<file path="src/rtl/uart_tx.sv">
// uart_tx: UART transmitter, one 8-bit word per frame on o_tx.
// Frame: start(0), 8 data bits (lsb- or msb-first), even parity, 1 or 2 stop bits,
// then GUARD_BITS idle bit periods. Optional line-break support is compiled in
// with `define UART_TX_BREAK_EN (adds input i_break).
module uart_tx #(
  parameter int unsigned GUARD_BITS = 0
) (
  input  logic        i_clk,
  input  logic        i_nrst,
  input  logic [31:0] i_bit_length,
  input  logic        i_hw_flow_control_enable,
  input  logic        i_msb_first,
  input  logic [1:0]  i_stop_bit_mode,
  input  logic        i_tx_valid,
  input  logic [7:0]  i_tx_word,
  output logic        o_tx_ready,
  output logic        o_tx_busy,
  output logic        o_tx_done,
`ifdef UART_TX_BREAK_EN
  input  logic        i_break,
`endif
  input  logic        i_cts,
  output logic        o_tx
);

  typedef enum logic [3:0] {
    S_IDLE, S_START, S_DATA, S_PARITY, S_STOP, S_STOP2, S_GUARD, S_BREAK, S_BRK_REL
  } state_t;

  state_t      state;
  logic [31:0] cnt;
  logic [31:0] len;
  logic [7:0]  word;
  logic        msb;
  logic        two_stop;
  logic [2:0]  idx;

  logic [31:0] len_in;
  logic [31:0] guard_load;
  logic [2:0]  idx_nxt;
  logic        last_bit;
  logic        cts_ok;
  logic        brk;
  logic        accept;
  logic        timed;

`ifdef UART_TX_BREAK_EN
  assign brk = i_break;
`else
  assign brk = 1'b0;
`endif

  // A zero bit length would stall the timer; run it as one clock per bit.
  assign len_in     = (i_bit_length == 32'd0) ? 32'd1 : i_bit_length;
  assign guard_load = GUARD_BITS * len - 32'd1;
  assign idx_nxt    = msb ? idx - 3'd1 : idx + 3'd1;
  assign last_bit   = msb ? (idx == 3'd0) : (idx == 3'd7);
  assign cts_ok     = !i_hw_flow_control_enable || !i_cts;
  // Ready is held low while reset is asserted even though the state reads IDLE.
  assign o_tx_ready = i_nrst && (state == S_IDLE) && cts_ok && !brk;
  assign accept     = i_tx_valid && o_tx_ready;
  assign o_tx_busy  = (state != S_IDLE);
  assign timed      = !(state == S_IDLE || state == S_BREAK);

  // True for the state whose last cycle ends the frame (carries the done pulse).
  function automatic logic is_final(input state_t s, input logic two);
    if (s == S_GUARD) return 1'b1;
    if (GUARD_BITS != 0) return 1'b0;
    return (s == S_STOP && !two) || (s == S_STOP2);
  endfunction

  // Frame FSM; o_tx and o_tx_done are registered with one-cycle lookahead.
  always_ff @(posedge i_clk or negedge i_nrst) begin
    if (!i_nrst) begin
      state     <= S_IDLE;
      cnt       <= 32'd0;
      len       <= 32'd0;
      word      <= 8'd0;
      msb       <= 1'b0;
      two_stop  <= 1'b0;
      idx       <= 3'd0;
      o_tx      <= 1'b1;
      o_tx_done <= 1'b0;
    end else begin
      o_tx_done <= 1'b0;
      if (timed && cnt != 32'd0) begin
        cnt       <= cnt - 32'd1;
        o_tx_done <= is_final(state, two_stop) && (cnt == 32'd1);
      end else begin
        case (state)
          S_IDLE: begin
            if (brk) begin
              state <= S_BREAK;
              o_tx  <= 1'b0;
            end else if (accept) begin
              state    <= S_START;
              o_tx     <= 1'b0;
              word     <= i_tx_word;
              len      <= len_in;
              msb      <= i_msb_first;
              two_stop <= (i_stop_bit_mode == 2'b01);
              idx      <= i_msb_first ? 3'd7 : 3'd0;
              cnt      <= len_in - 32'd1;
            end
          end
          S_START: begin
            state <= S_DATA;
            o_tx  <= word[idx];
            cnt   <= len - 32'd1;
          end
          S_DATA: begin
            cnt <= len - 32'd1;
            if (last_bit) begin
              state <= S_PARITY;
              o_tx  <= ^word;
            end else begin
              idx  <= idx_nxt;
              o_tx <= word[idx_nxt];
            end
          end
          S_PARITY: begin
            state     <= S_STOP;
            o_tx      <= 1'b1;
            cnt       <= len - 32'd1;
            o_tx_done <= is_final(S_STOP, two_stop) && (len == 32'd1);
          end
          S_STOP: begin
            if (two_stop) begin
              state     <= S_STOP2;
              cnt       <= len - 32'd1;
              o_tx_done <= is_final(S_STOP2, two_stop) && (len == 32'd1);
            end else if (GUARD_BITS != 0) begin
              state     <= S_GUARD;
              cnt       <= guard_load;
              o_tx_done <= (guard_load == 32'd0);
            end else begin
              state <= S_IDLE;
            end
          end
          S_STOP2: begin
            if (GUARD_BITS != 0) begin
              state     <= S_GUARD;
              cnt       <= guard_load;
              o_tx_done <= (guard_load == 32'd0);
            end else begin
              state <= S_IDLE;
            end
          end
          S_GUARD:   state <= S_IDLE;
          // Break release: line goes idle, then one full bit period before ready.
          S_BREAK: begin
            if (!brk) begin
              state <= S_BRK_REL;
              o_tx  <= 1'b1;
              cnt   <= len_in - 32'd1;
            end
          end
          S_BRK_REL: state <= S_IDLE;
          default:   state <= S_IDLE;
        endcase
      end
    end
  end

endmodule

</file>
<file path="config.mk">
export PLATFORM = sky130hd
export DESIGN_NAME = uart_tx
export DESIGN_NICKNAME = d
export VERILOG_FILES = /design/src/rtl/uart_tx.sv
export SDC_FILE = /design/constraint.sdc
export NUM_CORES = 1
export LEC_CHECK = 0
export CORE_MARGIN = 2
export CORE_UTILIZATION = 50
export DETAILED_ROUTE_END_ITERATION = 10
export PLACE_DENSITY = 0.71
export SYNTH_ARGS = -nofsm -noshare
export SYNTH_HDL_FRONTEND = slang
export SYNTH_SLANG_ARGS = --single-unit
</file>
<file path="constraint.sdc">
create_clock -name i_clk -period 3.1 [get_ports i_clk]
set_input_delay 0.62 -clock i_clk [delete_from_list [all_inputs] [get_ports i_clk]]
set_output_delay 0.62 -clock i_clk [all_outputs]
set_load 0.05 [all_outputs]
</file>
==> flow_summary.json, run 1 <==
{
  "crit_path_start": "i_bit_length[20]",
  "top_layer": "met4",
  "hpwl_um": 14100,
  "reg2regPathDepth": 7,
  "timing.critical_path.buf_inv": 1,
  "ctsRootBufferMaster": "sky130_fd_sc_hd__clkbuf_16",
  "die-width_um": 114,
  "fin_skew_ns": 0.00911,
  "detail_route.vias_per_cell": 6.38,
  "critical_path.max_fanout": 6,
  "floorplan.die.height_um": 114,
  "post-route-util_pct": 65.4,
  "maximum_number_of_pins_on_one_net_before_global_route_repair": 49,
  "cts.reportedPaths.clkPinSlew_ns": 0.07,
  "finalWeightedCongestion": 0.940,
  "power.density_nw_per_um2": 1040,
  "timing.fmax_mhz": 332,
  "postLayoutCellArea_um2": 7790,
  "tritoncts": "built",
  "grt_antenna_before_repair": 0,
  "postPlaceCellArea_um2": 7360,
  "largest_family_of_logic_cells_by_synthesized_area": "simple AND/OR/NAND/NOR gates",
  "routed-via-count": 6069,
  "die_area_um2": 13000,
  "drcViolationCount": 0,
  "kind_of_launch_point_of_the_worst_setup_path": "input pin",
  "number_of_synthesized_register_bits": 83,
  "clock_latency_ns": 0.35,
  "cp_slowest_stage_delay_ns": 0.44,
  "setup_repair_after_global_routing_missed_its_margin": "false",
  "status": "completed",
  "yosys_warnings": 0,
  "grt_pass1_vias": 5761,
  "post-route-min-period_ns": 3.02,
  "core_region_area_um2": 11900,
  "critical-path-slowest-cell": "sky130_fd_sc_hd__or4_4",
  "fin_nets": 855,
  "initial_core_util_pct": 50.8,
  "wire_length_of_the_first_global_routing_pass_um": 30300,
  "synth_adder_area_share_pct": 1.57,
  "gr-total-overflow": 0,
  "power.leakage_nw": 3.14,
  "finalSetupViolations": 0,
  "crit_family": "simple AND/OR/NAND/NOR gates",
  "drt-initial-drc-count": 640,
  "synth_ff_type": "sky130_fd_sc_hd__dfrtp_1",
  "dr_wl_met3_um": 1350,
  "worst-path-stages": 12,
  "switching_power_mw": 3.62,
  "port_buffers": 51,
  "max-clock-path-buffers": 2,
  "number_of_antenna_violating_nets_in_the_routed_design": 0,
  "synth.distinct_cells": 69,
  "irDropWorstVdd_v": 0.000658,
  "top_level_port_count": 52,
  "power.combinational.fraction_pct": 54.4,
  "final_hold_viol_count": 0,
  "tritoncts.num_buffers": 9,
  "power_frac_seq_pct": 29.0,
  "drtPass1Iterations": 5,
  "num_antenna_cells": 0,
  "synth_edf_count": 0,
  "hold_path.class": "in2async",
  "maxSlewHeadroom_pct": 46.3,
  "mostFrequentLayoutCell": "sky130_fd_sc_hd__buf_4",
  "highest_count_cells_in_the_layout_ignoring_fill_and_taps": "sky130_fd_sc_hd__buf_4, sky130_fd_sc_hd__dfrtp_1, sky130_fd_sc_hd__nor2_1, sky130_fd_sc_hd__clkdlybuf4s50_1",
  "cts_num_sinks": 83,
  "worst_endpoint_required_time_ns": 3.32,
  "cp_cell_sequence": "clkdlybuf4s50_1 -> or4_4 -> or3_4 -> nor3_4 -> a31oi_2 -> ha_2 -> nor2b_4 -> nand4_1 -> xnor2_1 -> nor2_1 -> a211oi_1 -> a311oi_1",
  "grt_use_total_pct": 29.9,
  "post_synth_xor_area_fraction_pct": 8.33,
  "synth_simple_gate_area_share_pct": 23.2,
  "proportion_of_synthesized_flip_flops_having_asynchronous_set_or_reset_pct": 100,
  "regToRegStartpoint": "cnt[10]$_DFFE_PN0P_",
  "slew_viol_final": 0,
  "routed_wire_length_per_instance_um": 19.7,
  "sw_frac_of_total_pct": 44.5,
  "synthToLayoutAreaGrowth_pct": 28.7,
  "post_route_cells_drive_above_1_share_pct": 22.5,
  "wirelength_um": 18800,
  "mappedNetlistNets": 732,
  "synth.avg_cell_area_um2": 8.94,
  "worst_hold_slack_ns": 0.335,
  "tightestPinTransition_ns": 0.798,
  "htreeDepth": 3,
  "post_synthesis_cell_area_um2": 6050,
  "route.met2.wl_um": 8590,
  "synth_compound_gate_area_share_pct": 18.1,
  "clock_power_share_pct": 16.6,
  "max_cap_viol_count": 0,
  "final.period_utilization_pct": 97.3,
  "cts_hold_buf": 0,
  "synth.yosys.seq_area_share_pct": 34.3,
  "rows": 40,
  "post_synth_inst_count": 677,
  "worst_setup_path_end_kind": "register",
  "critical_path_class": "in2reg",
  "internal_power_mw": 4.51,
  "muxShareOfSynthArea_pct": 11.4,
  "timing.critical_path.arrival_ns": 3.24,
  "route.layer.met1.wl_um": 8510
}
[power by group through the flow]
stage / registers [mW] / clock network, mW / logic (mW)
finish: 2.36 / 1.35 / 4.42
global route: 2.45 / 1.40 / 4.81
CTS: 2.34 / 1.36 / 4.34
detailed placement: 2.34 / 0 / 4.32
global placement: 2.31 / 0 / 4.21
floorplan: 2.13 / 0 / 3.03
[Yosys cell counts (all sizes together) (3+ instances only)]
master	instances	share of area, %
or3	19	2.0
a211oi	10	1.2
nand3	31	2.6
a31oi	9	0.93
o41ai	3	0.43
mux4	3	1.1
xnor2	25	3.6
o21ai	40	3.3
nor3	41	3.6
a21boi	4	0.50
nor4	29	3.0
a211o	4	0.58
xor2	30	4.3
o31ai	10	1.5
or2	4	0.41
mux2i	17	2.8
inv	17	1.1
o311ai	3	0.43
buf	7	0.68
and2	4	0.41
o221a	5	0.93
or4	14	1.9
nor2	46	2.9
nor4b	3	0.43
mux2	40	7.4
nand2b	6	0.62
a311oi	4	0.58
o31a	3	0.43
a21o	4	0.50
o211ai	6	0.74
and3	7	0.72
nor2b	3	0.31
dfrtp	82	34
clkbuf	21	1.3
ha	6	1.2
nand2	41	2.5
a21oi	34	2.9
nand4	15	1.5
[per-layer routing]
metal  GRT usage, %  up-vias
li1               -     2834
met1           43.1     2931
met2           45.9      274
met3           4.73       30
met4           10.4        0
met5              0        -
[path summary, 6_finish.rpt]
kind | to | slack [ns]
worst min-delay path | cnt[1]$_DFFE_PN0P_ | 0.33
max in group asynchronous | len[26]$_DFFE_PN0P_ | 1.77
worst min register to register | cnt[31]$_DFFE_PN0P_ | 0.50
min in group i_clk | cnt[31]$_DFFE_PN0P_ | 0.50
worst max register to register | cnt[17]$_DFFE_PN0P_ | 0.16
worst max-delay path | cnt[14]$_DFFE_PN0P_ | 0.08
[state kept, by name (all words and copies together) (netlist names)]
signal	count
word	8
len	32
idx	3
state	4
msb	1
cnt	32
o_tx	1
two_stop	1
o_tx_done	1
[worst reg2reg max path: cells and delay by family (launching register included)]
kind                   cells  cell delay [ns]
AND/OR/NAND/NOR            4             1.51
AO/OA/AOI/OAI              2             0.68
flip-flops                 1             0.45
buffers and inverters      1             0.18
[kinds of logic after synthesis]
family / count (synthesis)
AO/OA/AOI/OAI: 160
AND/OR/NAND/NOR: 266
adder cells (fa/ha/maj): 7
flip-flops: 83
buffers and inverters: 45
multiplexers: 60
XOR/XNOR: 56
[layout make-up]
| class | count | area [µm²] |
|---|---|---|
| clock buffers | 9 | 225 |
| fillers | 1008 | 4120 |
| flip-flops and latches | 83 | 2080 |
| repair buffers | 140 | 1210 |
| clock inverters | 7 | 139 |
| multi-input cells | 549 | 3890 |
| inverters | 17 | 63.8 |
| well taps | 147 | 184 |
[metrics by stage]
step                setup WS [ns]  instances  setup TNS, ns  power, mW
global route              0.00682        952              0       8.65
detailed placement         -0.444        934          -6.62       6.66
global placement           -0.373        934          -5.75       6.52
floorplan                  0.0324        677              0       5.16
CTS                       0.00130        951              0       8.03
finish                     0.0845        952              0       8.13
[repair_timing]
item,4_1_cts,5_1_grt
setup buffers,1,1
resized for setup,4,9
pin swaps,5,8
endpoints found under the setup margin,6,15
(Power assumes the default switching activity.)
==> run 2: changes to the inputs <==
--- a/config.mk
+++ b/config.mk
@@ -7,6 +7,7 @@
 export LEC_CHECK = 0
 export CORE_MARGIN = 2
 export CORE_UTILIZATION = 50
+export CTS_BUF_LIST = sky130_fd_sc_hd__clkbuf_16
 export DETAILED_ROUTE_END_ITERATION = 10
 export PLACE_DENSITY = 0.71
 export SYNTH_ARGS = -nofsm -noshare
==> results of run 2 <==
Final layout, timing and power as in run 1 (identical DEF).
